[config.mk]
export PLATFORM = sky130hd
export DESIGN_NAME = fetch_stage
export DESIGN_NICKNAME = d
export VERILOG_FILES = /design/src/rtl/mips_pkg.sv /design/src/rtl/if_id_reg.sv /design/src/rtl/fetch_stage.sv
export SDC_FILE = /design/constraint.sdc
export NUM_CORES = 1
export LEC_CHECK = 0
export BUFFER_PORTS_ARGS = -buffer_cell sky130_fd_sc_hd__clkbuf_2
export CAP_MARGIN = 20
export CELL_PAD_IN_SITES_DETAIL_PLACEMENT = 1
export CELL_PAD_IN_SITES_GLOBAL_PLACEMENT = 2
export CORE_ASPECT_RATIO = 0.8
export CORE_UTILIZATION = 29
export DETAILED_ROUTE_END_ITERATION = 16
export MAX_ROUTING_LAYER = met4
export PLACE_DENSITY_LB_ADDON = 0.05
export SLEW_MARGIN = 15
export SYNTH_ARGS = -nofsm -noshare
export SYNTH_HDL_FRONTEND = slang
export SYNTH_SLANG_ARGS = --single-unit
[constraint.sdc]
create_clock -name clk -period 4.74 [get_ports clk]
set_input_delay 0.474 -clock clk [delete_from_list [all_inputs] [get_ports clk]]
set_output_delay 0.474 -clock clk [all_outputs]
set_load 0.02 [all_outputs]
[src/rtl/mips_pkg.sv]
// Shared definitions for the MIPS pipeline: reset/ROM constants and the IF/ID bundle.
package mips_pkg;

    localparam logic [31:0] NOP_INSTR      = 32'h0000_0000;
    localparam logic [31:0] RESET_PC_DEF   = 32'h0040_0000;
    localparam logic [31:0] TEXT_BASE_DEF  = 32'h0040_0000;
    localparam logic [31:0] IMEM_BYTES_DEF = 32'd512;

    typedef struct packed {
        logic [31:0] pc4;
        logic [31:0] instr;
        logic        valid;
    } if_id_t;

    localparam if_id_t IF_ID_BUBBLE = '{pc4: 32'h0, instr: NOP_INSTR, valid: 1'b0};

    // Redirect targets are word addresses; the low two bits are dropped.
    function automatic logic [31:0] align_word(input logic [31:0] addr);
        return {addr[31:2], 2'b00};
    endfunction

endpackage

[src/rtl/if_id_reg.sv]
// IF/ID pipeline register: async reset, hold when en is low, bubble load on squash.
module if_id_reg
    import mips_pkg::*;
(
    input  logic   clk,
    input  logic   reset,
    input  logic   en,
    input  logic   squash,
    input  if_id_t d,
    output if_id_t q
);

    always_ff @(posedge clk or posedge reset) begin
        if (reset) begin
            q <= IF_ID_BUBBLE;
        end else if (en) begin
            q <= squash ? IF_ID_BUBBLE : d;
        end
    end

endmodule

[src/rtl/fetch_stage.sv]
// Instruction-fetch stage: owns the PC and IF/ID, arbitrates EX branches, ID jumps and stalls.
module fetch_stage
    import mips_pkg::*;
#(
    parameter logic [31:0] RESET_PC   = RESET_PC_DEF,
    parameter logic [31:0] TEXT_BASE  = TEXT_BASE_DEF,
    parameter logic [31:0] IMEM_BYTES = IMEM_BYTES_DEF
) (
    input  logic        clk,
    input  logic        reset,
    input  logic        stall_i,
    input  logic        ex_branch_taken_i,
    input  logic [31:0] ex_branch_target_i,
    input  logic        id_jump_i,
    input  logic [31:0] id_jump_target_i,
    output logic [31:0] imem_addr_o,
    input  logic [31:0] imem_instr_i,
    output logic [31:0] pc_o,
    output logic [31:0] if_id_pc4_o,
    output logic [31:0] if_id_instr_o,
    output logic        if_id_valid_o,
    output logic        flush_id_ex_o,
    output logic        fetch_err_o
);

    logic [31:0] pc;
    logic [31:0] pc_next;
    logic [31:0] pc_plus4;
    logic [31:0] fetch_addr;
    logic        in_range;
    logic        hold;
    logic        take_jump;
    logic        squash;
    logic        err_set;
    logic        fetch_err;
    if_id_t      if_id_d;
    if_id_t      if_id_q;

    assign pc_plus4   = pc + 32'd4;
    assign fetch_addr = pc - TEXT_BASE;
    assign in_range   = fetch_addr < IMEM_BYTES;

    // A taken branch wins over stall: the stalled instruction is on the wrong path.
    assign hold      = stall_i & ~ex_branch_taken_i;
    assign take_jump = id_jump_i & if_id_q.valid & ~ex_branch_taken_i & ~stall_i;

    always_comb begin
        pc_next = pc_plus4;
        err_set = 1'b0;
        if (ex_branch_taken_i) begin
            pc_next = align_word(ex_branch_target_i);
            err_set = |ex_branch_target_i[1:0];
        end else if (hold) begin
            pc_next = pc;
        end else if (take_jump) begin
            pc_next = align_word(id_jump_target_i);
            err_set = |id_jump_target_i[1:0];
        end
        if (!hold && !in_range) begin
            err_set = 1'b1;
        end
    end

    always_ff @(posedge clk or posedge reset) begin
        if (reset) begin
            pc <= RESET_PC;
        end else begin
            pc <= pc_next;
        end
    end

    always_ff @(posedge clk or posedge reset) begin
        if (reset) begin
            fetch_err <= 1'b0;
        end else if (err_set) begin
            fetch_err <= 1'b1;
        end
    end

    // Redirects squash the sequential fetch; an out-of-range fetch never reaches decode.
    assign squash  = ex_branch_taken_i | take_jump | ~in_range;
    assign if_id_d = '{pc4: pc_plus4, instr: imem_instr_i, valid: 1'b1};

    if_id_reg u_if_id (
        .clk    (clk),
        .reset  (reset),
        .en     (~hold),
        .squash (squash),
        .d      (if_id_d),
        .q      (if_id_q)
    );

    assign imem_addr_o   = fetch_addr;
    assign pc_o          = pc;
    assign if_id_pc4_o   = if_id_q.pc4;
    assign if_id_instr_o = if_id_q.instr;
    assign if_id_valid_o = if_id_q.valid;
    assign flush_id_ex_o = ex_branch_taken_i | hold;
    assign fetch_err_o   = fetch_err;

endmodule

# ---- Word-level counts from Yosys, hierarchy flattened
# Index checks and enable logic that the tools add are counted.
dict set report totals {
  regBits 98
  latchBits 0
  ramBits 0
  romBits 0
  in_bits 101
  out_inout_bits 131
  wordCells 32
  n_memories 0
}
dict set report op_classes {
  add_sub_neg 2
  n_mul 0
  n_div 0
  order_cmp 1
  n_eq_ne 1
  shift 0
  mux 8
  bitwise 10
  n_reduce_logical 5
}
# cell count
set ops {}
lappend ops {{32-bit two-way mux} 3}
lappend ops {{65-bit two-way mux} 1}
lappend ops {{32-bit by 3-bit adder with 32-bit output, second input constant} 1}
lappend ops {{32-bit by 10-bit < comparator with 1-bit output, second input constant} 1}
lappend ops {{32-bit by 23-bit subtractor with 32-bit output, second input constant} 1}
lappend ops {{1-bit AND} 4}
lappend ops {{1-bit two-way mux} 4}
lappend ops {{2-bit OR reduction} 2}
lappend ops {{1-bit inverter} 3}
lappend ops {{1-bit bitwise OR} 3}
lappend ops {{1-bit zero test} 2}
lappend ops {{2-bit inequality test, second input constant} 1}
lappend ops {{1-bit logical AND} 1}

# ---- Depth between registers and ports, before layout
dict set report depth {
  word_depth 7
  mapped_depth 9
  ltp_nobuf 7
}

# ---- By module
# From an unflattened synthesis, not the netlist that was laid out.
dict set report unflattened {
  hier_cells 517
  hier_area_um2 5308.8
}
# mod instances cells_each area_each_um2 seq_area_each_um2
set modules_own_cells {}
lappend modules_own_cells {fetch_stage 1 369 2967.8 777.0}
lappend modules_own_cells {if_id_reg 1 148 2341.0 1626.6}

# ---- Worst setup path after synthesis
# OpenSTA, ideal clock, no wires.
dict set report synth_timing {
  path_kind {register -> register}
  start {reg pc[22], in the netlist pc_o[22]}
  end {reg u_if_id.q[42] in the netlist's numbering}
  t_arrival_ns 2.708
  required_ns 4.666
  setup_slack_ns 1.958
  path_stages_with_launch 10
  path_cell_list {dfstp_2 -> inv_1 -> ha_1 -> clkbuf_1 -> or2_1 -> a211oi_1 -> o2111ai_2 -> or4_1 -> buf_6 -> o21ai_2}
}
dict set report synth_between {
  elab_chain_cells 5
}
# item line
set synth_rtl {}
lappend synth_rtl {{start: declaration} fetch_stage.sv:26} ;# logic [31:0] pc;
lappend synth_rtl {{start signal: assignment} fetch_stage.sv:68} ;# pc <= pc_next;
lappend synth_rtl {{32-bit by 23-bit subtractor with 32-bit output} fetch_stage.sv:40} ;# assign fetch_addr = pc - TEXT_BASE;
lappend synth_rtl {{named net imem_addr_o[22]} fetch_stage.sv:16} ;# output logic [31:0] imem_addr_o,
lappend synth_rtl {{32-bit by 10-bit < comparator with 1-bit output} fetch_stage.sv:41} ;# assign in_range = fetch_addr < IMEM_BYTES;
lappend synth_rtl {{1-bit inverter} fetch_stage.sv:81} ;# assign squash = ex_branch_taken_i | take_jump | ~in_range;
lappend synth_rtl {{1-bit bitwise OR} fetch_stage.sv:81}
lappend synth_rtl {{65-bit two-way mux} if_id_reg.sv:17} ;# q <= squash ? IF_ID_BUBBLE : d;
lappend synth_rtl {{end signal: assignment} if_id_reg.sv:17}
lappend synth_rtl {{end: declaration} if_id_reg.sv:10} ;# output if_id_t q
# The timed path passes the listed nets, and every way through them passes these cells.
# A chain may end at the register's enable or synchronous reset.

# ---- Worst setup path after layout
dict set report layout_timing {
  start {reg pc[22], in the netlist pc_o[22]}
  end {reg u_if_id.q[40] in the netlist's numbering}
}
dict set report layout_between {
  elab_chain_cells 5
}
# item line
set layout_rtl {}
lappend layout_rtl {{32-bit by 23-bit subtractor with 32-bit output} fetch_stage.sv:40}
lappend layout_rtl {{32-bit by 10-bit < comparator with 1-bit output} fetch_stage.sv:41}
lappend layout_rtl {{1-bit inverter} fetch_stage.sv:81}
lappend layout_rtl {{1-bit bitwise OR} fetch_stage.sv:81}
lappend layout_rtl {{65-bit two-way mux} if_id_reg.sv:17}
# No other way between the ends.

==> impl_metrics.env <==
export IMPL_run_status="finished, final reports clean"
export IMPL_layout_min_cycle_time_ns=3.047
export IMPL_tns_ns=0
export IMPL_yosysMostFrequentCell="dfrtp_1"
export IMPL_fmax_mhz=328.2
export IMPL_synthFlopType="dfrtp_1"
export IMPL_vdd_drop_max_uv=152.7
export IMPL_crit_path_end_kind="register"
export IMPL_cts_root_buf="clkbuf_16"
export IMPL_diodes=0
export IMPL_period_share=0.6427
export IMPL_syn_area_mm2=0.005185
export IMPL_multi_input_area_mm2=0.002370
export IMPL_crit_end="u_if_id.q[40]$_DFFE_PP0N_"
export IMPL_reg2regPathDepth=7
export IMPL_vias_per_cell=5.037
export IMPL_clockBufferDepth=2
export IMPL_setup_ws_ns=1.693
export IMPL_ys_warnings_count=0
export IMPL_die_x_um=151.5
export IMPL_grt_max_degree=61
export IMPL_clkTransAtPathRegs_ns=0.08
export IMPL_dp_hpwl_um=13670
export IMPL_hold_class="primary input to async pin"
export IMPL_ys_top_cells_by_area="dfrtp_1, a22o_1, nand2_1"
export IMPL_critPathKind="register to register"
export IMPL_critical_path_depth=7
export IMPL_postCtsSetupBuffers=0
export IMPL_cts_tree="yes"
export IMPL_crit_path_start="pc_o[22]$_DFFE_PP1N_"
export IMPL_cap_violations=0
export IMPL_cts_made_buffers=9
export IMPL_cts_hold_buf=0
export IMPL_drive_above_1_share=0.3675
export IMPL_critPathRequiredTime_ns=5.02
export IMPL_drt_iter0_markers=210
export IMPL_cp_cell_sequence="inv_1 -> ha_1 -> or2_1 -> a211oi_1 -> o2111ai_2 -> or4_1 -> o21ai_2"
export IMPL_max_slew_margin_rel=0.4326
export IMPL_antenna_found_initial=0
export IMPL_final_max_slew_violation_count=0
export IMPL_leakagePower_nw=3.243
export IMPL_drt_wl_total_um=18720
export IMPL_avgRoutedWirePerCell_um=19.56
export IMPL_avgSynthCellArea_um2=9.444
export IMPL_htreeDepth=3
export IMPL_die_h_um=121.6
export IMPL_crit_path_start_kind="register"
export IMPL_io_buffers=227
export IMPL_num_rows=43
export IMPL_rsz0062_at_grt="false"
export IMPL_hold_violations=0
export IMPL_p_per_area_mw_per_mm2=312.6
export IMPL_ios=232
export IMPL_dr_pass1_iters=4
export IMPL_routabilityCongestion=0.7964
export IMPL_fill_cells=2082
export IMPL_synth_edf_count=0
export IMPL_crit_fanout=10
export IMPL_tightest_slew_ns=0.8490
export IMPL_clock_sinks=95
export IMPL_cp_slowest_cell="or4_1"
export IMPL_async_flop_share=1.000
export IMPL_insertion_delay_ns=0.36
export IMPL_rr_endpoint="u_if_id.q[40]$_DFFE_PP0N_"
export IMPL_grt_pass1_vias=4887
export IMPL_synth_cell_type_count=56
export IMPL_drc=0
export IMPL_r2r_setup_slack_ns=1.69
export IMPL_crit_path_max_incr_delay_ns=0.83
export IMPL_cp_top_family="simple AND/OR/NAND/NOR gates"
export IMPL_synth_seq_cells=95
export IMPL_dieArea_mm2=0.01842
export IMPL_postRouteAntennaNets=0
export IMPL_r2r_start="pc_o[22]$_DFFE_PP1N_"
export IMPL_coreArea_mm2=0.01743
export IMPL_clock_skew_ns=0.006007
export IMPL_path_buf_inv=1
export IMPL_grt_usage=0.2140
export IMPL_synth_seq_area_share=0.4587
export IMPL_syn_inst=549
export IMPL_synth_top_area_share=0.4537
export IMPL_grt_ovfl_total=0
export IMPL_setup_violations_final=0
export IMPL_synth_common_cells="dfrtp_1, nand2_1, nor2_1"
export IMPL_cts_resized=0
export IMPL_vias=4820
export IMPL_syn2layout_area_growth_pct=26.54
export IMPL_grt_pass1_wl_um=28780
export IMPL_dp_slack_ns=1.692
export IMPL_critPathArrivalTime_ns=3.33
export IMPL_nets=832
export IMPL_start_util=0.2974
export IMPL_yosys_area_top_type="dfrtp_1"
export IMPL_regArea_mm2=0.002379
[sequential cells by signal, indices dropped and copies added (netlist names)]
register / flops
u_if_id.q: 64
pc_o: 30
fetch_err_o: 1
[area by class of cell]
type | count | share of cell area
Clock buffer | 9 | 0.03432
Clock inverter | 7 | 0.01125
Inverter | 11 | 0.006674
Multi-Input combinational cell | 376 | 0.3612
Sequential cell | 95 | 0.3625
Tap cell | 225 | 0.04291
Timing Repair Buffer | 234 | 0.1812
[routing by layer]
metal,GRT usage,up-vias,part of all wire
met5,-,-,0
met4,0.05322,0,0.0093
met3,0.04120,11,0.067
met2,0.3233,166,0.45
met1,0.2938,2370,0.47
li1,-,2273,-
[through the flow]
step	total power, mW	utilization	hold slack, ns	cells	area (µm²)
2_1_floorplan	1.179	-	0.5881	552	5196
3_3_place_gp	1.318	0.3592	0.4683	941	6262
3_5_place_dp	1.323	0.3592	0.4731	941	6262
4_1_cts	2.083	0.3764	0.2591	957	6561
5_1_grt	2.155	0.3764	0.2900	957	6561
6_report	2.051	0.3764	0.2267	957	6561
[logic make-up (layout without fill, tap and decap cells)]
kind of cell,after synthesis,count (layout),synth area share
simple gates,210,210,0.2058
flops,95,95,0.4587
compound gates,124,124,0.1793
fa+ha+maj,4,4,0.009653
mux,2,2,0.003861
xor+xnor,32,32,0.05405
buf+inv,81,261,0.08784
other cells,1,4,0.0007232
[how the worst min path moves through the flow]
stage	from	to	slack, ns	depth (start not counted)
floorplan	ex_branch_target_i[18]	pc_o[18]$_DFFE_PP0N_	0.59	2
global placement	u_if_id.q[53]$_DFFE_PP0N_	u_if_id.q[53]$_DFFE_PP0N_	0.47	1
detailed placement	u_if_id.q[44]$_DFFE_PP0N_	u_if_id.q[44]$_DFFE_PP0N_	0.47	1
CTS	reset	u_if_id.q[30]$_DFFE_PP0N_	0.26	2
global route	reset	u_if_id.q[30]$_DFFE_PP0N_	0.29	2
finish	reset	u_if_id.q[29]$_DFFE_PP0N_	0.23	2
[cell usage in the layout, fill, tap and decap left out, drive strengths merged, types with 3 or more instances in the layout]
| cell | Yosys | layout |
|---|---|---|
| nor3 | 9 | 9 |
| inv | 11 | 15 |
| or4 | 4 | 4 |
| nand4 | 13 | 13 |
| ha | 4 | 4 |
| and3 | 6 | 6 |
| o21ai | 21 | 21 |
| and4 | 7 | 7 |
| a21oi | 30 | 30 |
| nor4 | 9 | 9 |
| nand3b | 3 | 3 |
| conb | 1 | 4 |
| xnor2 | 20 | 20 |
| and2 | 24 | 24 |
| nor2 | 46 | 46 |
| nand3 | 9 | 9 |
| dfrtp | 94 | 94 |
| nand2 | 70 | 70 |
| clkbuf | 32 | 236 |
| nor4b | 3 | 3 |
| buf | 38 | 7 |
| o22ai | 3 | 3 |
| xor2 | 12 | 12 |
| a22o | 36 | 36 |
| o221ai | 15 | 15 |
[where the power goes]
| group | internal, mW | switching (mW) |
|---|---|---|
| Clock | 0.374 | 0.375 |
| Combinational | 0.141 | 0.240 |
| Sequential | 0.836 | 0.0852 |
Power figures use the tool's default switching activity.
